**config.mk**
```make
export PLATFORM = sky130hd
export DESIGN_NAME = alu_op_sequencer
export DESIGN_NICKNAME = d
export VERILOG_FILES = /design/src/rtl/seq_pkg.sv /design/src/rtl/instr_decoder.sv /design/src/rtl/alu_op_sequencer.sv
export SDC_FILE = /design/constraint.sdc
export NUM_CORES = 1
export LEC_CHECK = 0
export CAP_MARGIN = 20
export CORE_ASPECT_RATIO = 0.9
export CORE_MARGIN = 1.5
export CORE_UTILIZATION = 54
export DETAILED_ROUTE_END_ITERATION = 10
export HOLD_SLACK_MARGIN = 0.1
export PLACE_DENSITY = 0.93
export SLEW_MARGIN = 20
export SYNTH_ARGS = -nofsm -noshare
export SYNTH_HDL_FRONTEND = slang
export SYNTH_HIERARCHICAL = 1
export SYNTH_SLANG_ARGS = --single-unit
```
**constraint.sdc**
```tcl
create_clock -name clk -period 4.2 [get_ports clk]
set_input_delay 0.84 -clock clk [delete_from_list [all_inputs] [get_ports clk]]
set_output_delay 0.84 -clock clk [all_outputs]
set_load 0.01 [all_outputs]
```
**src/rtl/seq_pkg.sv**
```systemverilog
// Shared types and encodings for the ALU op sequencer: FSM states, RV32I
// opcode/funct fields, ALU control codes and the decoded-instruction bundle.
package seq_pkg;

   typedef enum logic [1:0] {IDLE, DECODE, EXEC, WB} state_t;

   localparam logic [6:0] OP_IMM    = 7'b0010011;
   localparam logic [6:0] OP_REG    = 7'b0110011;
   localparam logic [6:0] OP_BRANCH = 7'b1100011;
   localparam logic [2:0] F3_ADD    = 3'b000;
   localparam logic [2:0] F3_BNE    = 3'b001;
   localparam logic [6:0] F7_ADD    = 7'b0000000;

   localparam logic [2:0] ALU_ADD   = 3'b000;
   localparam logic [2:0] ALU_SUB   = 3'b001;

   typedef struct packed {
      logic        legal;
      logic        is_branch;
      logic [4:0]  rs1;
      logic [4:0]  rs2;
      logic [4:0]  rd;
      logic        alu_src;
      logic [2:0]  alu_ctrl;
      logic [31:0] imm;
   } decoded_t;

   function automatic logic [31:0] sext12(input logic [11:0] v);
      return {{20{v[11]}}, v};
   endfunction

   function automatic logic [31:0] sext13(input logic [12:0] v);
      return {{19{v[12]}}, v};
   endfunction

endpackage

```
**src/rtl/instr_decoder.sv**
```systemverilog
// Combinational RV32I decoder for the addi/add/bne subset; everything else
// is flagged as not legal.
module instr_decoder
   import seq_pkg::*;
(
   input  logic [31:0] instr,
   output decoded_t    dec
);

   logic [6:0] opcode;
   logic [2:0] funct3;
   logic [6:0] funct7;

   assign opcode = instr[6:0];
   assign funct3 = instr[14:12];
   assign funct7 = instr[31:25];

   always_comb begin
      // NOTE: every field gets a default first so no path can infer a latch.
      dec          = '0;
      dec.rs1      = instr[19:15];
      dec.rs2      = instr[24:20];
      dec.rd       = instr[11:7];
      dec.alu_ctrl = ALU_ADD;

      case (opcode)
         OP_IMM: begin
            if (funct3 == F3_ADD) begin
               dec.legal   = 1'b1;
               dec.alu_src = 1'b1;
               dec.imm     = sext12(instr[31:20]);
            end
         end
         OP_REG: begin
            if (funct3 == F3_ADD && funct7 == F7_ADD) begin
               dec.legal = 1'b1;
            end
         end
         OP_BRANCH: begin
            if (funct3 == F3_BNE) begin
               dec.legal     = 1'b1;
               dec.is_branch = 1'b1;
               dec.alu_ctrl  = ALU_SUB;
               dec.rd        = '0;
               dec.imm       = sext13({instr[31], instr[7], instr[30:25],
                                       instr[11:8], 1'b0});
            end
         end
         default: ;
      endcase
   end

endmodule

```
**src/rtl/alu_op_sequencer.sv**
```systemverilog
// Multi-cycle controller: accepts one instruction, walks DECODE -> EXEC -> WB,
// drives the datapath controls and counts retired instructions.
module alu_op_sequencer
   import seq_pkg::*;
#(
   parameter int ADDRESS_WIDTH  = 32,
   parameter int REG_ADDR_WIDTH = 5
) (
   input  logic                      clk,
   input  logic                      rst_n,
   input  logic                      instr_valid,
   output logic                      instr_ready,
   input  logic [31:0]               instr,
   input  logic                      eq,
   output logic [REG_ADDR_WIDTH-1:0] rs1,
   output logic [REG_ADDR_WIDTH-1:0] rs2,
   output logic [REG_ADDR_WIDTH-1:0] rd,
   output logic                      reg_write,
   output logic                      alu_src,
   output logic [2:0]                alu_ctrl,
   output logic [ADDRESS_WIDTH-1:0]  imm_op,
   output logic                      branch_taken,
   output logic                      done,
   output logic                      illegal,
   output logic [ADDRESS_WIDTH-1:0]  instret
);

   state_t      state;
   state_t      next_state;
   logic [31:0] instr_q;
   decoded_t    dec;
   logic        accept;
   logic        write_en_q;
   logic        is_branch_q;

   assign accept = instr_valid && instr_ready;

   instr_decoder u_decoder (
      .instr (instr_q),
      .dec   (dec)
   );

   always_ff @(posedge clk or negedge rst_n) begin
      // NOTE: sequential state uses non-blocking assignments so every register
      // samples pre-edge values regardless of statement order.
      if (!rst_n) state <= IDLE;
      else        state <= next_state;
   end

   always_comb begin
      next_state = state;
      case (state)
         IDLE:    if (accept) next_state = DECODE;
         DECODE:  next_state = dec.legal ? EXEC : IDLE;
         EXEC:    next_state = WB;
         WB:      next_state = IDLE;
         default: next_state = IDLE;
      endcase
   end

   // Illegal is reported while the bad word sits in DECODE.
   assign illegal = (state == DECODE) && !dec.legal;

   always_ff @(posedge clk or negedge rst_n) begin
      if (!rst_n) begin
         instr_q     <= '0;
         instr_ready <= 1'b0;
      end else begin
         if (accept) instr_q <= instr;
         instr_ready <= (next_state == IDLE);
      end
   end

   // Datapath controls are loaded only by a legal DECODE and held otherwise.
   always_ff @(posedge clk or negedge rst_n) begin
      if (!rst_n) begin
         rs1         <= '0;
         rs2         <= '0;
         rd          <= '0;
         alu_src     <= 1'b0;
         alu_ctrl    <= ALU_ADD;
         imm_op      <= '0;
         write_en_q  <= 1'b0;
         is_branch_q <= 1'b0;
      end else if (state == DECODE && dec.legal) begin
         rs1         <= REG_ADDR_WIDTH'(dec.rs1);
         rs2         <= REG_ADDR_WIDTH'(dec.rs2);
         rd          <= REG_ADDR_WIDTH'(dec.rd);
         alu_src     <= dec.alu_src;
         alu_ctrl    <= dec.alu_ctrl;
         imm_op      <= ADDRESS_WIDTH'($signed(dec.imm));
         write_en_q  <= !dec.is_branch && (dec.rd != 5'd0);
         is_branch_q <= dec.is_branch;
      end
   end

   // WB pulses are registered on the EXEC->WB edge, which is also where eq is sampled.
   always_ff @(posedge clk or negedge rst_n) begin
      if (!rst_n) begin
         reg_write    <= 1'b0;
         branch_taken <= 1'b0;
         done         <= 1'b0;
         instret      <= '0;
      end else begin
         reg_write    <= (state == EXEC) && write_en_q;
         branch_taken <= (state == EXEC) && is_branch_q && !eq;
         done         <= (state == EXEC);
         if (state == EXEC) instret <= instret + ADDRESS_WIDTH'(1);
      end
   end

endmodule
```
## Word-level counts from Yosys, hierarchy flattened

Cells that the tools add are included.

| operators by class | value |
|---|---|
| $add $sub $neg | 1 |
| equal/unequal tests | 7 |
| mux-type cells | 15 |
| reductions and logical operators | 16 |

Operators with widths:

| kind | count |
|---|---|
| $pmux W32 S2 | 1 |
| $mux W33 | 1 |
| $add A32 B1 Y32 const B | 1 |
| $mux W32 | 1 |
| $mux W5 | 2 |
| $logic_and A1 B1 Y1 | 8 |
| $pmux W2 S4 | 1 |
| $eq A7 B5 Y1 const B | 1 |
| $eq A7 B6 Y1 const B | 1 |
| $eq A7 B7 Y1 const B | 1 |
| $logic_not A7 Y1 | 1 |
| $mux W2 | 3 |
| $reduce_bool A5 Y1 | 1 |
| $eq A2 B2 Y1 const B | 2 |
| $logic_not A2 Y1 | 2 |
| $mux W1 | 4 |
| $eq A3 B1 Y1 const B | 1 |
| $logic_not A1 Y1 | 3 |
| $logic_not A3 Y1 | 1 |
| $mux W3 | 1 |
| $pmux W1 S3 | 1 |
| $eq A2 B1 Y1 const B | 1 |

| storage, ports and cells | value |
|---|---|
| register bits after elaboration | 123 |
| bits of input ports | 36 |
| output and inout port bits | 88 |
| logic and storage cells | 54 |

## Depth between registers and ports, before layout

| logic depth | value |
|---|---|
| depth in word-level cells | 7 |
| gate-level depth with buffers | 9 |

## Modules after synthesis

Netlist, hierarchy kept.

Modules (own cells, without submodules):

| module | times used | cells each | area an instance (um2) |
|---|---|---|---|
| alu_op_sequencer | 1 | 328 | 4817.1 |
| instr_decoder | 1 | 74 | 516.7 |

## Worst setup path after synthesis

No wires, ideal clock.

| path | value |
|---|---|
| path type | reg-to-output |
| from | register instr_q[5] |
| to | output illegal |
| arrival time | 1.226 ns |
| required time | 3.360 ns |
| setup slack | 2.134 ns |
| cell stages (with the launch flop) | 6 |
| path buffers | 1 |
| cell sequence | dfrtp_1 and4b_1 buf_6 nor2_1 a21oi_1 nor3b_1 |

RTL lines:

| what | line | text |
|---|---|---|
| start, declared | alu_op_sequencer.sv:30 | `logic [31:0] instr_q;` |
| start signal, assigned | alu_op_sequencer.sv:69 | `if (accept) instr_q <= instr;` |
| end, declared | alu_op_sequencer.sv:24 | `output logic illegal,` |

==> impl_metrics.py <==
metrics = {
    "final_layout": {
        "multi_input_area_um2": 1950,
        "regArea_um2": 3080,
        "fin_area_um2": 7070,
        "diodes": 0,
        "area_delta_synth_final_pct": 32.5,
        "nets": 543,
        "fill_cells": 636,
        "final_util": 0.732,
        "final_layout_size_suffix_gt1_frac": 0.247,
    },
    "setup_path": {
        "critPathSlowestCell": "clkdlybuf4s50_1",
        "critical_path_buf_inv_count": 1,
        "path_cells": "and4b_1 > nor2_1 > a21oi_1 > nor3b_1 > clkdlybuf4s50_1",
        "crit_required_ns": 3.36,
        "end_kind": "output port",
        "slowest_delay_ns": 0.60,
        "start_kind": "flop",
        "r2r_slack_ns": 1.29,
        "crit_arrival_ns": 2.46,
        "crit_type": "reg -> out",
        "reg2regPathDepth": 6,
        "cp.depth": 5,
        "cp_top_family": "simple AND/OR/NAND/NOR gates",
        "critical_path.max_fanout": 8,
    },
    "placement": {
        "portBuffers": 123,
        "place_hpwl_um": 7470,
        "gp_congestion": 0.849,
        "place_ws_ns": 1.36,
        "dpl_cell_area_um2": 6460,
    },
    "detailed_routing": {
        "dr.pass1.iters": 4,
        "via_per_inst": 5.34,
        "wl_per_cell_um": 16.9,
        "num_vias": 3438,
        "drt-initial-drc-count": 94,
        "remaining_drc_errors": 0,
        "drt_wl_total_um": 10900,
        "ant_nets": 0,
    },
    "synthesis": {
        "ys.flop_type": "dfrtp_1",
        "synthTopCellsByCount": "dfrtp_1, mux2_2, buf_4",
        "synthArstFlopShare": 1.00,
        "synthDistinctLibCells": 36,
        "synth_edf_count": 0,
        "synth_top_area_frac": 0.577,
        "ys_seq_area_frac": 0.577,
        "ys_warn_count": 6,
        "yosysTopAreaCell": "dfrtp_1",
        "avgSynthCellArea_um2": 13.3,
        "ys_top_cells_by_area": "dfrtp_1, mux2_2, buf_4",
        "synth.most_common_cell": "dfrtp_1",
        "netlist_instances": 402,
        "ys_ff_latch": 123,
        "synthesis.area_um2": 5330,
    },
    "run_status": {
        "status": "finished clean",
    },
    "clock_network": {
        "postCtsHoldBufs": 0,
        "cts.path.max_buffers": 2,
        "clk_pin_slew_ns": 0.06,
        "ctsResizeCount": 0,
        "clock-sinks": 123,
        "post_cts_buffers": 0,
        "cts-htree-levels": 4,
        "cts_buffers": 17,
        "cts_root_buf": "clkbuf_8",
        "insertion_delay_ns": 0.51,
        "cts_tree": "built",
    },
    "sta": {
        "hold_viol_final": 0,
        "min_period_ns": 3.30,
        "setup_ws_ns": 0.902,
        "finalSetupViolCount": 0,
        "finalCritPeriodShare": 0.785,
        "setup_tns_ns": 0,
        "worst-slew-pin-transition_ns": 0.940,
        "finClkSkew_ns": 0.00666,
        "hold_slack_ns": 0.419,
        "finalMaxSlewViolations": 0,
        "max_slew_margin": 0.371,
        "clock.fmax_ghz": 0.303,
        "rsz0062_at_grt": "false",
    },
    "global_routing": {
        "grt_pass1_vias": 3555,
        "grt_usage": 0.225,
        "grt_start_max_net_pins": 63,
        "grt_pass1_wl_um": 18100,
        "overflow": 0,
        "antenna_found_initial": 0,
    },
    "pwr": {
        "leakage_nw": 3.20,
        "ir_drop_v": 0.000270,
        "powerDensity_nw_per_um2": 428,
    },
    "job": {
        "drv_cap": 0,
    },
    "die": {
        "die_y_um": 97.3,
        "rows": 34,
        "io_pins": 124,
        "core_area_um2": 9660,
        "die-area_um2": 10500,
        "die_w_um": 108,
        "start_util": 0.552,
    },
    "min_path": {
        "hp-class": "in -> async",
    },
}
[cell type report]
cell class / count / share of cell area
clock buffer: 18 / 0.0591
clock inverter: 13 / 0.0274
inverter: 4 / 0.00212
multi-input combinational: 233 / 0.275
sequential: 123 / 0.435
tap: 126 / 0.0223
timing repair buffer: 127 / 0.178
[layout by cell type, fill, tap and decap left out, types with 14 or more instances in the layout]
master	instances
and2_1	15
clkdlybuf4s50_1	122
nand2_1	19
nor2_1	19
nand4_1	15
nand3_1	14
dfrtp_1	123
xnor2_1	27
clkbuf_16	16
mux2_2	84
[cells by family (layout without fill, tap and decap cells)]
family / Yosys count / count (layout) / synth area share
flops: 123 / 123 / 0.577
simple gates: 106 / 106 / 0.119
mux: 84 / 84 / 0.177
buf+inv: 47 / 162 / 0.0586
xor+xnor: 31 / 31 / 0.0509
compound gates: 9 / 9 / 0.0136
fa+ha+maj: 1 / 1 / 0.00235
other cells: 1 / 2 / 0.000703
[routing by layer]
layer | wire, um | vias to the layer above | track usage
li1 | - | 1583 | -
met1 | 4660 | 1720 | 0.299
met2 | 5430 | 122 | 0.359
met3 | 623 | 13 | 0.0577
met4 | 133 | 0 | 0.0830
met5 | 0 | - | 0
[state kept, by name, indices dropped and copies added, names as in the netlist, 2 cells and up]
register	cells
alu_ctrl	3
rs1	5
rs2	5
instret	32
instr_q	32
rd	5
state	2
imm_op	32
[power by group]
group          internal [mW]  total (mW)  leakage [nW]  switching [mW]
combinational          0.128       0.218          1.28          0.0905
clock                  0.965        1.50         0.284           0.531
sequential              1.25        1.31          1.63          0.0557
total                   2.35        3.02          3.20           0.677
[path summary, 6_finish.rpt]
check / start / endpoint
worst min register to register: instret[26] / instret[26]
min in group clk: instret[26] / instret[26]
max in group asynchronous: rst_n / instr_q[3]
worst min-delay path: rst_n / imm_op[12]
worst max register to register: instr_q[31] / imm_op[16]
worst max-delay path: instr_q[12] / illegal
[metrics by stage]
step / cells / power (mW)
after floorplan: 403 / 1.45
after global placement: 613 / 1.53
after detailed placement: 613 / 1.55
after CTS: 644 / 3.05
after global routing: 644 / 3.14
final: 644 / 3.02
Power figures use the tool's default switching activity.
